### src/rtl/regfile_wb_arbiter.sv
// Round-robin arbiter that merges ALU and load writeback FIFOs onto the single
// registered register-file write port. Define WB_ZERO_DROP_EN to make register 0 read-only.
module regfile_wb_arbiter #(
    parameter int unsigned FIFO_DEPTH = 2,
    parameter int unsigned DATA_W     = 16,
    parameter int unsigned ADDR_W     = 3
) (
    input  logic              clk,
    input  logic              reset,
    input  logic              alu_valid,
    output logic              alu_ready,
    input  logic [ADDR_W-1:0] alu_add,
    input  logic [DATA_W-1:0] alu_data,
    input  logic              ld_valid,
    output logic              ld_ready,
    input  logic [ADDR_W-1:0] ld_add,
    input  logic [DATA_W-1:0] ld_data,
    output logic [1:0]        reg_en,
    output logic [ADDR_W-1:0] reg_add,
    output logic [DATA_W-1:0] reg_data
);

    localparam int unsigned PTR_W = $clog2(FIFO_DEPTH);
    localparam int unsigned CNT_W = $clog2(FIFO_DEPTH + 1);
    localparam int unsigned NSRC  = 2;

    typedef enum logic {
        SRC_ALU = 1'b0,
        SRC_LD  = 1'b1
    } src_t;

    logic [ADDR_W-1:0] mem_add  [NSRC][FIFO_DEPTH];
    logic [DATA_W-1:0] mem_data [NSRC][FIFO_DEPTH];
    logic [PTR_W-1:0]  wr_ptr   [NSRC];
    logic [PTR_W-1:0]  rd_ptr   [NSRC];
    logic [CNT_W-1:0]  count    [NSRC];
    logic [ADDR_W-1:0] in_add   [NSRC];
    logic [DATA_W-1:0] in_data  [NSRC];

    logic [NSRC-1:0]   in_valid;
    logic [NSRC-1:0]   full;
    logic [NSRC-1:0]   nonempty;
    logic [NSRC-1:0]   push;
    logic [NSRC-1:0]   pop;

    src_t              last_grant;
    src_t              grant_src;
    logic              grant;
    logic              sel;
    logic              emit;
    logic [ADDR_W-1:0] head_add;
    logic [DATA_W-1:0] head_data;

    assign in_valid   = {ld_valid, alu_valid};
    assign in_add[0]  = alu_add;
    assign in_add[1]  = ld_add;
    assign in_data[0] = alu_data;
    assign in_data[1] = ld_data;

    assign alu_ready = !full[0] && !reset;
    assign ld_ready  = !full[1] && !reset;

    // Push acceptance looks only at the registered full flag, never at a same-cycle pop.
    always_comb begin
        full     = '0;
        nonempty = '0;
        push     = '0;
        for (int unsigned s = 0; s < NSRC; s++) begin
            full[s]     = (count[s] == CNT_W'(FIFO_DEPTH));
            nonempty[s] = (count[s] != '0);
            push[s]     = in_valid[s] && !full[s] && !reset;
        end
    end

    always_comb begin
        grant     = 1'b0;
        grant_src = SRC_ALU;
        if (nonempty[0] && nonempty[1]) begin
            grant     = 1'b1;
            grant_src = (last_grant == SRC_ALU) ? SRC_LD : SRC_ALU;
        end else if (nonempty[0]) begin
            grant     = 1'b1;
            grant_src = SRC_ALU;
        end else if (nonempty[1]) begin
            grant     = 1'b1;
            grant_src = SRC_LD;
        end

        sel       = (grant_src == SRC_LD);
        pop       = '0;
        pop[0]    = grant && (grant_src == SRC_ALU);
        pop[1]    = grant && (grant_src == SRC_LD);
        head_add  = mem_add[sel][rd_ptr[sel]];
        head_data = mem_data[sel][rd_ptr[sel]];

`ifdef WB_ZERO_DROP_EN
        emit = grant && (head_add != '0);
`else
        emit = grant;
`endif
    end

    always_ff @(posedge clk or posedge reset) begin
        if (reset) begin
            for (int unsigned s = 0; s < NSRC; s++) begin
                wr_ptr[s] <= '0;
                rd_ptr[s] <= '0;
                count[s]  <= '0;
            end
        end else begin
            for (int unsigned s = 0; s < NSRC; s++) begin
                if (push[s]) wr_ptr[s] <= wr_ptr[s] + PTR_W'(1);
                if (pop[s])  rd_ptr[s] <= rd_ptr[s] + PTR_W'(1);
                if (push[s] && !pop[s])
                    count[s] <= count[s] + CNT_W'(1);
                else if (!push[s] && pop[s])
                    count[s] <= count[s] - CNT_W'(1);
            end
        end
    end

    always_ff @(posedge clk) begin
        for (int unsigned s = 0; s < NSRC; s++) begin
            if (push[s]) begin
                mem_add[s][wr_ptr[s]]  <= in_add[s];
                mem_data[s][wr_ptr[s]] <= in_data[s];
            end
        end
    end

    // A dropped zero-address entry still counts as a grant for round-robin fairness.
    always_ff @(posedge clk or posedge reset) begin
        if (reset) begin
            reg_en     <= '0;
            reg_add    <= '0;
            reg_data   <= '0;
            last_grant <= SRC_LD;
        end else begin
            if (grant) last_grant <= grant_src;
            if (emit) begin
                reg_en   <= {grant_src == SRC_LD, 1'b1};
                reg_add  <= head_add;
                reg_data <= head_data;
            end else begin
                reg_en   <= 2'b00;
            end
        end
    end

endmodule

### config.mk
export PLATFORM = sky130hd
export DESIGN_NAME = regfile_wb_arbiter
export DESIGN_NICKNAME = d
export VERILOG_FILES = /design/src/rtl/regfile_wb_arbiter.sv
export SDC_FILE = /design/constraint.sdc
export NUM_CORES = 1
export LEC_CHECK = 0
export ABC_AREA = 1
export CAP_MARGIN = 10
export CORE_ASPECT_RATIO = 0.9
export CORE_MARGIN = 8
export CORE_UTILIZATION = 49
export CTS_CLUSTER_DIAMETER = 30
export CTS_CLUSTER_SIZE = 8
export DETAILED_ROUTE_END_ITERATION = 12
export GPL_ROUTABILITY_DRIVEN = 0
export GPL_TIMING_DRIVEN = 0
export HOLD_SLACK_MARGIN = 0.03
export PLACE_DENSITY = 0.76
export SLEW_MARGIN = 20
export SYNTH_ARGS = -nofsm -noshare
export SYNTH_HDL_FRONTEND = slang
export SYNTH_SLANG_ARGS = --single-unit
export TNS_END_PERCENT = 50
### constraint.sdc
create_clock -name clk -period 2 [get_ports clk]
set_input_delay 0.4 -clock clk [delete_from_list [all_inputs] [get_ports clk]]
set_output_delay 0.4 -clock clk [all_outputs]
set_load 0.02 [all_outputs]
==> summary.md <==
| Metric | Value |
|---|---|
| CTS root buf | clkbuf_8 |
| Final Max Slew Viols | 0 |
| Crit. Startpoint | reset |
| Post-synthesis mux area share | 0 |
| Req. time, crit path | 2.08 ns |
| Area Overhead vs Synth | 23.6% |
| Multi-input logic area | roughly 1100 um^2 |
| Leak | 2.42 nW |
| Synth top area cells | edfxtp_1, dfrtp_1, nand2_1, inv_1, nand3_1 |
| Psw | ~3.6 mW |
| Antenna Violating Nets Remaining | 0 |
| Synth Area in Adders | 0.00560 |
| Status | completed |
| Post-synth ARST share | 0.283 |
| Tot Pwr | 8.71 mW |
| Number of hold violations in the final report | 0 |
| Synth Area per Inst | 10.7 um^2 |
| Via count | between 3000 and 4000 |
| Commonest cells after routing, fill and taps aside | nand2_1, edfxtp_1, clkdlybuf4s50_1 |
| Synthesis warning total | 0 |
| Post-synth EDFFs | 76 |
| Clock-pin slew on the worst setup and hold paths | 0.09 ns |
| Ant diodes | 0 |
| Crit Path Max Fanout | 10 |
| R2R Setup Slk | 0.16 ns |
| Top-area cell type share of the netlist area | 0.511 |
| Routed vias/inst | between 4 and 5 |
| Pint | 5.15 mW |
| Residual DRC | 0 |
| Compound-Gate Fraction of Synth Area | 0.0115 |
| Mapped Nets | 462 |
| RR Startpoint | count[3] |
| RSZ-0062 raised after global routing | yes |
| Worst-Margin Slew | 0.703 ns |
| Hold Crit Class | register to register |
| Initial core utilization | 0.496 |
| Worst setup SP type | primary input |
| Worst setup EP type | register |
| Worst Reg-to-Reg Cells | 3 |
| Drt pass-1 iters | 5 |
| DIE HEIGHT | about 110 um |
| Layout cells sized above 1 | 0.0920 |
| Worst slew margin | 0.530 |
| Storage cell area | 3040 um^2 |
| Synthesized area | 4470 um^2 |
| R2R Path End | mem_data[0][13] |
| Ys flop type | edfxtp_1 |
| Clk_lat worst skew | 0.37 ns |
| CTS tree | done |
| Final worst slack | 0.126 ns |
| Wire per inst | 16.1 um |
| Crit path kind | primary input to register |
| NumNets Final | 540 |
| # hold bufs at CTS | 0 |
| Power Density | between 1500 and 2000 nW/um^2 |
| Initial antenna violation count | 0 |
| Number of buffers created by CTS | 9 |
| Clock Skew | approximately 0.0089 ns |
| Routed WL | between 10 and 15 mm |
| Finish-stage setup viols | 0 |
| Critical Path Sink | mem_data[1][10] |
| Initial DRC count | between 150 and 200 |
| H-tree levels | 3 |
| Worst VDD drop | between 600 and 700 uV |
| Top Ports | 65 |
| Largest family of logic cells by synthesized area | simple AND/OR/NAND/NOR gates |
| Die X | 117 um |
| GRT Residual Overflow | 0 |
| Cell depth of the worst hold path | 2 |
| Largest net degree at the start of global routing | 31 |
| Min Tclk post-route | 1.87 ns |
| Clock power frac | 0.144 |
| # port buffers | between 60 and 70 |
| Std cell rows | 33 |
| Pre-CTS setup slack | -0.269 ns |
| Largest area contributor in the netlist | edfxtp_1 |
| Max Cap Viol | 0 |
| Synth Area in XOR/XNOR | 0.0137 |
| Die Area | 12400 um^2 |
| Gr usage total | 0.172 |
| Simple-gate share of the synthesized area | 0.219 |
| Clock Sink Count | 106 |
| Number of global-route vias before repair | 3186 |
| #FFs+latches synth | 106 |
| Fin crit share | 0.937 |
| CTS max path bufs | 2 |
| Worst hold margin | 0.481 ns |
| Core ar. | between 9000 and 10000 um^2 |
| Sw Ratio | 0.409 |
| Detailed placement HPWL | 6.79 mm |
| Post-layout util | 0.613 |
| Critical Path AT | 1.96 ns |
| Commonest non-fill, non-tap cell in the layout | nand2_1 |
| Library cells used by synthesis | 22 |
| Comb pwr share | 0.491 |
| Flop pwr share | 0.365 |
| Fill cells | around 760 |
| Fmax | 0.534 GHz |
| Gate Count Post-Synth | 418 |
| First-pass GRT wire length | roughly 16 mm |
| Sequential-to-total area share from yosys stat | 0.679 |
per-layer routing:
metal | track usage | vias up | share of wire
li1 | - | 1489 | -
met1 | 0.215 | 1419 | 0.41
met2 | 0.287 | 126 | 0.49
met3 | 0.0414 | 10 | 0.092
met4 | 0.0612 | 0 | 0.012
met5 | 0 | - | 0
cells by family (layout without fill, tap and decap cells):
family                   Yosys count  after routing
adder cells (fa/ha/maj)            2              2
XOR/XNOR                           7              7
buffers and inverters             70            152
flip-flops                       106            106
AND/OR/NAND/NOR                  225            225
AO/OA/AOI/OAI                      8              8
power groups by stage:
| stage | combinational [mW] | sequential (mW) | clock [mW] |
|---|---|---|---|
| CTS | 4.26 | 3.18 | 1.27 |
| floorplan | 2.55 | 3.45 | 0 |
| global placement | 4.10 | 3.21 | 0 |
| detailed placement | 4.25 | 3.22 | 0 |
| global route | 4.80 | 3.24 | 1.34 |
| finish | 4.28 | 3.18 | 1.25 |
final cells by class:
class,count,share of cell area
inverter,51,0.0347
multi-input combinational,242,0.206
clock buffer,10,0.0231
buffer,19,0.0242
clock inverter,5,0.0102
timing repair buffer,67,0.125
tap,122,0.0276
sequential,106,0.550
synthesized netlist by cell type, types with 2 or more instances:
library cell  number
nand2_1          160
buf_4              5
nand3_1           37
o21ai_0            3
xnor2_1            3
inv_1             50
nor2_1             5
buf_6              3
nand2_2            2
a21oi_1            4
buf_2              9
xor2_1             4
nand3b_1          20
edfxtp_1          76
ha_1               2
dfrtp_1           29
critical path, stage by stage:
cell and delay, ns:
clkdlybuf4s50_1 0.46, a21oi_1 0.16, nand2_1 0.18, nor2_2 0.52, buf_8 0.23
what timing repair did:
action	CTS	global route
gates resized for setup	2	6
pin swaps	0	2
cloned	0	0
setup buffers	0	1
endpoints found under the setup margin	2	22
registers in the layout (all words and copies together), names as in the netlist:
name        count
reg_data       16
rd_ptr          2
wr_ptr          2
last_grant      1
mem_add        12
mem_data       64
reg_en          2
reg_add         3
count           4
through the flow:
step           TNS (ns)  cell area [um^2]  cells
3_5_place_dp     -16.48              5310    606
5_1_grt         -0.0125              5520    622
4_1_cts               0              5490    621
3_3_place_gp     -42.64              5270    604
2_1_floorplan     -9.91              4480    418
6_report              0              5520    622
worst min-delay path by stage:
stage	startpoint	to	slack [ns]
after floorplan	rd_ptr[0]	rd_ptr[0]	0.43
final	rd_ptr[0]	rd_ptr[0]	0.48
after CTS	rd_ptr[0]	rd_ptr[0]	0.47
after detailed placement	rd_ptr[0]	rd_ptr[0]	0.45
after global placement	rd_ptr[0]	rd_ptr[0]	0.44
after global routing	reg_add[1]	reg_add[1]	0.50
No activity file was read; power rests on OpenSTA's default activity.
